$ cat config.mk
export PLATFORM = sky130hd
export DESIGN_NAME = pipe_stage_reg
export DESIGN_NICKNAME = d
export VERILOG_FILES = /design/src/rtl/pipe_stage_reg.sv
export SDC_FILE = /design/constraint.sdc
export NUM_CORES = 1
export LEC_CHECK = 0
export ABC_CLOCK_PERIOD_IN_PS = 10450
export CAP_MARGIN = 30
export CORE_AREA = 2 2 180 182
export DETAILED_ROUTE_END_ITERATION = 10
export DIE_AREA = 0 0 182 184
export GPL_TIMING_DRIVEN = 0
export PLACE_DENSITY = 0.65
export SLEW_MARGIN = 10
export SYNTH_ARGS = -nofsm -noshare
export SYNTH_HDL_FRONTEND = slang
export SYNTH_SLANG_ARGS = --single-unit
$ cat constraint.sdc
create_clock -name clk -period 10.45 [get_ports clk]
set_input_delay 2.09 -clock clk [delete_from_list [all_inputs] [get_ports clk]]
set_output_delay 2.09 -clock clk [all_outputs]
set_load 0.05 [all_outputs]
$ cat src/rtl/pipe_stage_reg.sv
// Inter-stage pipeline register with bubble, hold, flush and multi-cycle context circulation.
// Optional performance counters are built only when PIPE_STAGE_PERF_EN is defined.
module pipe_stage_reg #(
    parameter int                DATA_W   = 128,
    parameter int                CTX_W    = 66,
    parameter int                STALL_W  = 6,
    parameter int                STAGE    = 3,
    parameter logic [DATA_W-1:0] NOP_DATA = '0
) (
    input  logic               clk,
    input  logic               rst,
    input  logic [STALL_W-1:0] stall,
    input  logic               flush,
    input  logic               in_valid,
    input  logic [DATA_W-1:0]  in_data,
    input  logic [CTX_W-1:0]   ctx_i,
    output logic               out_valid,
    output logic [DATA_W-1:0]  out_data,
    output logic [CTX_W-1:0]   ctx_o,
    output logic [1:0]         last_act,
    output logic [31:0]        bubble_cnt,
    output logic [31:0]        hold_cnt
);

    typedef enum logic [1:0] {
        ACT_RESET   = 2'd0,
        ACT_ADVANCE = 2'd1,
        ACT_BUBBLE  = 2'd2,
        ACT_HOLD    = 2'd3
    } act_t;

    // Valid semantics: out_valid=1 marks out_data as a real instruction for the
    // downstream stage; there is no ready, back-pressure arrives only through stall.
    logic stall_up;
    logic stall_dn;
    act_t next_act;
    logic unused_stall;

    assign stall_up     = stall[STAGE];
    assign stall_dn     = stall[STAGE+1];
    assign unused_stall = ^stall;

    // An unstalled upstream always advances, even if downstream claims a stall.
    always_comb begin
        next_act = ACT_HOLD;
        if (rst || flush)
            next_act = ACT_RESET;
        else if (stall_up && !stall_dn)
            next_act = ACT_BUBBLE;
        else if (!stall_up)
            next_act = ACT_ADVANCE;
    end

    always_ff @(posedge clk) begin
        last_act <= next_act;
        case (next_act)
            ACT_RESET: begin
                out_valid <= 1'b0;
                out_data  <= NOP_DATA;
                ctx_o     <= '0;
            end
            ACT_BUBBLE: begin
                out_valid <= 1'b0;
                out_data  <= NOP_DATA;
                ctx_o     <= ctx_i;
            end
            ACT_ADVANCE: begin
                out_valid <= in_valid;
                out_data  <= in_valid ? in_data : NOP_DATA;
                ctx_o     <= '0;
            end
            default: begin
                ctx_o <= ctx_i;
            end
        endcase
    end

`ifdef PIPE_STAGE_PERF_EN
    // Flush leaves the counters alone; only reset clears them.
    always_ff @(posedge clk) begin
        if (rst) begin
            bubble_cnt <= 32'd0;
            hold_cnt   <= 32'd0;
        end else begin
            if (next_act == ACT_BUBBLE)
                bubble_cnt <= bubble_cnt + 32'd1;
            if (next_act == ACT_HOLD)
                hold_cnt <= hold_cnt + 32'd1;
        end
    end
`else
    assign bubble_cnt = 32'h0;
    assign hold_cnt   = 32'h0;
`endif

endmodule

# Word level (Yosys, flattened, before mapping)
# Cells that the tools add are included.
# totals
reg_bits	197
output_inout_bits	261
elab_cells	19
# classes
eq_ne	2
mux	6
n_reduce_logical	7
# ops
operator	n
$pmux 128 s2	1
$mux 128	1
$mux 2	3
$reduce_or 2->1	2
$eq 2x1->1 const B	1
$eq 2x2->1 const B	1
$logic_not 2->1	1
$pmux 1 s2	1
$reduce_bool 2->1	1
$logic_and 1x1->1	1
$logic_not 1->1	1
$logic_or 1x1->1	1

# Longest topological paths before layout
# Gate-level depths: netlist of run 1.
# logic_depth
depth_word	7
depth_mapped	4

# Worst setup path before layout of run 1
# Ideal clock, no wire load.
# synth_timing
path_type	input to register
start	input port flush
end	register out_data[0], enable pin
t_arrival_ns	5.077
t_required_ns	9.002
slack_ns	3.924
cell_stages	2
n_path_buf	0
path_cell_list	nor2_1 nand3_1
# synth_between
elab_chain_len	5
word_cells_on_any_way	7
classes_between	2 x eq/ne; 1 x mux; 4 x reduce/logical
# synth_rtl
element	line	text
start: declaration	13	input logic flush,
$logic_or 1x1->1 *	46	if (rst || flush)
$mux 2 *	46	
$eq 2x2->1 / $logic_not 2->1 (equally long branches)	56	case (next_act)
$reduce_or 2->1 (no source line)	--	
$reduce_bool 2->1 (no source line) *	--	
end signal: assignment	69	out_data <= in_valid ? in_data : NOP_DATA;
end: declaration	18	output logic [DATA_W-1:0] out_data,
# Mark *: on every way between the ends. The rest lies on a longest branch, timed or not.
# A chain may end at the register's enable or synchronous reset.

# Worst setup path in the final report of run 1
# layout_timing
start	register out_data[68]
end	output port out_data[68]
# No word-level cell between the ends.

==> results of run 1 <==
-- power groups by stage --
stage	clock, uW	combinational (uW)	sequential (uW)
4_1_cts	698	329	861
2_1_floorplan	0	88.1	981
3_5_place_dp	0	328	879
5_1_grt	726	341	863
6_report	677	328	861
3_3_place_gp	0	326	881
-- layout make-up --
class / count / area share, %
inverter: 1 / 0.0300
multi-input combinational: 263 / 12.1
tap: 402 / 4.02
clock buffer: 17 / 3.40
sequential: 197 / 41.9
clock inverter: 15 / 1.35
timing repair buffer: 398 / 32.1
antenna: 2 / 0.0400
buffer: 85 / 5.16
-- sequential cells by signal (all words and copies together) (netlist names) --
name       cells
out_valid      1
last_act       2
out_data     128
ctx_o         66
-- per-layer routing --
| layer | track usage [%] | vias up | wire [um] |
|---|---|---|---|
| met5 | 0 | - | 17 |
| met2 | 22.0 | 298 | 10700 |
| met1 | 12.2 | 2284 | 7500 |
| li1 | - | 2412 | - |
| met3 | 5.78 | 20 | 2520 |
| met4 | 4.81 | 2 | 438 |
-- logic make-up (layout without fill, tap and decap cells) --
group	after synthesis	count (layout)	synth area share, %
and+or+nand+nor	198	198	17.5
DFF	197	197	73.3
buffers and inverters	86	516	9.09
other	1	66	0.0525
AOI/OAI and AO/OA	1	1	0.105
-- layout by cell type (no fill, tap or decap) --
| cell | netlist | routed |
|---|---|---|
| clkdlybuf4s50_1 | 0 | 396 |
| and2_1 | 194 | 194 |
| edfxtp_1 | 129 | 129 |
| dfxtp_1 | 68 | 68 |
| buf_4 | 65 | 65 |
| conb_1 | 1 | 64 |
| clkbuf_16 | 0 | 17 |
| buf_6 | 10 | 10 |
| clkbuf_1 | 4 | 4 |
| clkinv_4 | 0 | 4 |
| buf_2 | 3 | 3 |
| clkbuf_2 | 3 | 3 |
| inv_8 | 0 | 3 |
| diode_2 | 0 | 2 |
| bufinv_16 | 0 | 2 |
| clkinvlp_4 | 0 | 2 |
| clkinv_1 | 0 | 2 |
| inv_6 | 0 | 2 |
| nor3b_2 | 1 | 1 |
| inv_1 | 1 | 1 |
| nor2_1 | 1 | 1 |
| a21boi_0 | 1 | 1 |
| nand3_4 | 0 | 1 |
| nor4b_2 | 1 | 1 |
| buf_16 | 0 | 1 |
| buf_12 | 0 | 1 |
-- synth_stat cells, drive strengths merged --
| cell | number | area share [%] |
|---|---|---|
| edfxtp | 129 | 54 |
| and2 | 194 | 17 |
| clkbuf | 7 | 0.42 |
| nor3b | 1 | 0.18 |
| inv | 1 | 0.052 |
| nor4b | 1 | 0.21 |
| conb | 1 | 0.052 |
| dfxtp | 68 | 19 |
| nor2 | 1 | 0.052 |
| a21boi | 1 | 0.11 |
| nand3 | 1 | 0.070 |
| buf | 78 | 8.6 |
-- per-stage QoR --
step | area [um2] | hold WS, ns | setup slack [ns] | power (uW)
final | 12500 | 2.22 | 6.71 | 1870
after global routing | 12500 | 2.19 | 6.65 | 1930
after CTS | 12500 | 2.19 | 6.66 | 1890
after detailed placement | 11900 | 2.66 | 6.39 | 1210
after global placement | 11800 | 2.66 | 1.48 | 1210
after floorplan | 7380 | 2.20 | 3.92 | 1070
-- worst max-delay path by stage --
| stage | startpoint | end | slack [ns] | cells after the start |
|---|---|---|---|---|
| 2_1_floorplan | flush | out_data[0]$_SDFFCE_PN0P_ | 3.92 | 2 |
| 6_report | out_data[68]$_SDFFCE_PN0P_ | out_data[68] | 6.71 | 1 |
| 3_5_place_dp | flush | out_data[61]$_SDFFCE_PN0P_ | 6.39 | 4 |
| 4_1_cts | out_data[68]$_SDFFCE_PN0P_ | out_data[68] | 6.66 | 1 |
| 5_1_grt | out_data[68]$_SDFFCE_PN0P_ | out_data[68] | 6.65 | 1 |
| 3_3_place_gp | flush | out_data[61]$_SDFFCE_PN0P_ | 1.48 | 3 |
==> results.json, run 1 <==
{
  "status": "finished clean",
  "worstHoldStart": "ctx_i[30]",
  "cts_tree": "done",
  "worst_pin_slew_ns": 0.588,
  "hold_depth": 2,
  "clockPowerShare_pct": 36.3,
  "yosysUniqueCellTypes": 15,
  "grt_pass1_wl_mm": 30.4,
  "dr.pass1.iters": 4,
  "setup_viol": 0,
  "maxCapViolCount": 0,
  "root_buffer": "clkbuf_16",
  "post_cts_buffers": 0,
  "rows": 65,
  "place_congestion": 0.768,
  "grt_pass1_vias": 5095,
  "critPathTopFamily": "buffers and inverters",
  "slew_headroom_pct": 60.7,
  "critPathMaxFanout": 1,
  "start_util_pct": 22.8,
  "holdCritPathClass": "in -> reg",
  "routed_wl_mm": 21.2,
  "maxSlewViolCount": 0,
  "final_util_pct": 39.8,
  "syn_area_per_cell_um2": 14.8,
  "synth_cells": 483,
  "intPower_uw": 1350,
  "die_area_um2": 33500,
  "ys_ff_latch": 197,
  "irDropWorstVdd_mv": 0.103,
  "post-place-cells": 1346,
  "numPortBuffers": 396,
  "clk_path_buf_depth": 2,
  "vias": 5016,
  "clock_sinks": 197,
  "antenna_found_initial": 3,
  "period_needed_ns": 3.74,
  "sequentialPowerShare_pct": 46.1,
  "p_leak_uw": 0.00511,
  "hold_end": "ctx_o[30]$_SDFF_PP0_",
  "seq_area_um2": 5240,
  "fillers": 2940,
  "hold_viol": 0,
  "max_freq_mhz": 267,
  "core_area_um2": 31400,
  "fin_crit_sh_pct": 35.8,
  "p_per_area_nw_per_um2": 149,
  "crit_type": "reg -> out",
  "tns_ns": 0,
  "arrival_ns": 1.65,
  "cts_buffers": 17,
  "drt_drc_violations_left": 0,
  "place_hpwl_mm": 16.7,
  "cts_max_level": 4,
  "fin_nets": 1167,
  "yosysWarnings": 0,
  "worstPathRequired_ns": 8.36,
  "overflow": 0,
  "switchingPower_uw": 517,
  "finalNonFillerCells": 1380,
  "hold_buffers": 0,
  "pwr-share-comb_pct": 17.6,
  "die_h_um": 184,
  "grt_use_total_pct": 12.2,
  "io_pins": 465,
  "multiInputGateArea_um2": 1510,
  "vias_per_cell": 3.63,
  "detail-route-antenna-nets": 0,
  "cp_num_buf_inv": 1,
  "drt_iter0_drc": 147,
  "layout-drive-gt1-share_pct": 11.9,
  "rsz0062_at_grt": "false",
  "clk_pin_slew_ns": 0.08,
  "crit_slowest_cell": "clkdlybuf4s50_1",
  "end_kind": "primary output",
  "syn_area_um2": 7150,
  "switching_share_pct": 27.7,
  "post_cts_resized": 0,
  "seq_area_frac_synth_pct": 73.3,
  "routedWlPerCell_um": 15.4,
  "die_width_um": 182,
  "start_kind": "register",
  "slowest_delay_ns": 0.82,
  "path_cells": "clkdlybuf4s50_1",
  "grt_max_degree": 59,
  "area_growth_syn_to_layout_pct": 75.0
}
(Power assumes the default switching activity.)
==> run 2, diff against run 1 <==
==> config.mk (replaced) <==
export PLATFORM = sky130hd
export DESIGN_NAME = pipe_stage_reg
export DESIGN_NICKNAME = d
export VERILOG_FILES = /design/src/rtl/pipe_stage_reg.sv
export SDC_FILE = /design/constraint.sdc
export NUM_CORES = 1
export LEC_CHECK = 0
export ABC_CLOCK_PERIOD_IN_PS = 3860
export CAP_MARGIN = 30
export CORE_AREA = 2 2 182 184
export DETAILED_ROUTE_END_ITERATION = 10
export DIE_AREA = 0 0 184 186
export GPL_TIMING_DRIVEN = 0
export PLACE_DENSITY = 0.64
export SLEW_MARGIN = 10
export SYNTH_ARGS = -nofsm -noshare
export SYNTH_HDL_FRONTEND = slang
export SYNTH_SLANG_ARGS = --single-unit
==> constraint.sdc (replaced) <==
create_clock -name clk -period 3.86 [get_ports clk]
set_input_delay 0.772 -clock clk [delete_from_list [all_inputs] [get_ports clk]]
set_output_delay 0.772 -clock clk [all_outputs]
set_load 0.05 [all_outputs]
==> results.json, run 2 (synthesis gave the netlist of run 1 again) <==
{
  "status": "finished clean",
  "drt_drc_violations_left": 0,
  "post_cts_buffers": 0,
  "routedWlPerCell_um": 15.1,
  "area_growth_syn_to_layout_pct": 74.7,
  "io_pins": 465,
  "clk_path_buf_depth": 2,
  "grt_pass1_vias": 4910,
  "holdCritPathClass": "in -> reg",
  "slew_headroom_pct": 53.2,
  "max_freq_mhz": 410,
  "multiInputGateArea_um2": 1510,
  "die_width_um": 184,
  "worst_pin_slew_ns": 0.702,
  "path_cells": "clkdlybuf4s50_1",
  "place_hpwl_mm": 16.4,
  "final_common_cell": "clkdlybuf4s50_1",
  "post_cts_resized": 0,
  "mostFrequentLayoutCells": "clkdlybuf4s50_1 (396), and2_1 (194), edfxtp_1 (129)",
  "critPathMaxFanout": 1,
  "core_area_um2": 32200,
  "cts_tree": "done",
  "fillers": 3109,
  "cts_max_level": 4,
  "crit_type": "reg -> out",
  "critPathTopFamily": "buffers and inverters",
  "design_area_um2": 12500,
  "total_power_uw": 4960,
  "largest_reg_flops": 128,
  "root_buffer": "clkbuf_16",
  "slowest_delay_ns": 0.88,
  "p_leak_uw": 0.00510,
  "setup_viol": 0,
  "rsz0062_at_grt": "false",
  "hold_viol": 0,
  "setup_slack_ns": 1.42,
  "hold_depth": 2,
  "die_area_um2": 34200,
  "top_register": "out_data",
  "rows": 66,
  "reg_top3": "out_data: 128 flops, ctx_o: 66 flops, last_act: 2 flops",
  "numPortBuffers": 396,
  "clock_sinks": 197,
  "seq_area_um2": 5240,
  "end_kind": "primary output",
  "cts_buffers": 17,
  "tns_ns": 0,
  "crit_slowest_cell": "clkdlybuf4s50_1",
  "start_kind": "register",
  "postPlaceCellArea_um2": 11900,
  "vias": 5086,
  "layout-drive-gt1-share_pct": 12.1,
  "irDropWorstVdd_mv": 0.281,
  "start_util_pct": 22.2,
  "p_per_area_nw_per_um2": 397,
  "hold_slack_ns": 0.875,
  "grt_pass1_wl_mm": 29.2,
  "crit_cells": 1,
  "worstPathRequired_ns": 3.09,
  "maxSlewViolCount": 0,
  "grt_max_degree": 50,
  "dp_slack_ns": 1.04,
  "dr.pass1.iters": 4,
  "detail-route-antenna-nets": 0,
  "place_congestion": 0.742,
  "antenna_found_initial": 2,
  "grt_use_total_pct": 11.8,
  "arrival_ns": 1.66,
  "hold_buffers": 0,
  "die_h_um": 186,
  "fin_crit_sh_pct": 63.1,
  "drt_iter0_drc": 154,
  "overflow": 0,
  "period_needed_ns": 2.44,
  "clk_pin_slew_ns": 0.08,
  "vias_per_cell": 3.67,
  "maxCapViolCount": 0,
  "fin_nets": 1167,
  "cp_num_buf_inv": 1,
  "routed_wl_mm": 21.0
}
[run 2: changes by cell type in the layout (fill, tap and decap cells not counted), sizes merged]
cell | before | now
inv | 6 | 10
clkinv | 6 | 5
clkinvlp | 2 | 1
bufinv | 2 | 0
[run 2: worst paths after layout]
check                                      from                   end
worst min-delay path                  ctx_i[56]  ctx_o[56]$_SDFF_PP0_
worst max-delay path  out_data[1]$_SDFFCE_PN0P_           out_data[1]
[run 2: final cells by class]
| cell class | instances | share of cell area (%) |
|---|---|---|
| Tap cell | 408 | 4.09 |
| Timing Repair Buffer | 398 | 32.1 |
| Antenna cell | 2 | 0.0401 |
| Buffer | 85 | 5.17 |
| Clock inverter | 15 | 1.11 |
| Multi-Input combinational cell | 263 | 12.1 |
| Clock buffer | 17 | 3.41 |
| Inverter | 1 | 0.0301 |
| Sequential cell | 197 | 41.9 |
[run 2: power breakdown]
group	switching (uW)	internal [uW]	leakage [uW]	total [uW]
clock network	883	856	0.000278	1740
registers	20.0	2310	0.00209	2330
logic	520	369	0.00273	889
[run 2: metal layers]
metal | GRT usage (%) | vias to the layer above | part of all wire (%)
met5 | 0 | - | 0
met4 | 5.47 | 0 | 2.1
met3 | 6.34 | 18 | 13
met2 | 20.3 | 315 | 49
met1 | 11.8 | 2341 | 36
li1 | - | 2412 | -
[run 2: stage by stage]
| stage | util (%) | instances |
|---|---|---|
| 2_1_floorplan | - | 546 |
| 3_3_place_gp | 36.8 | 1350 |
| 6_report | 38.8 | 1386 |
| 3_5_place_dp | 37.0 | 1352 |
| 4_1_cts | 38.8 | 1384 |
| 5_1_grt | 38.8 | 1386 |
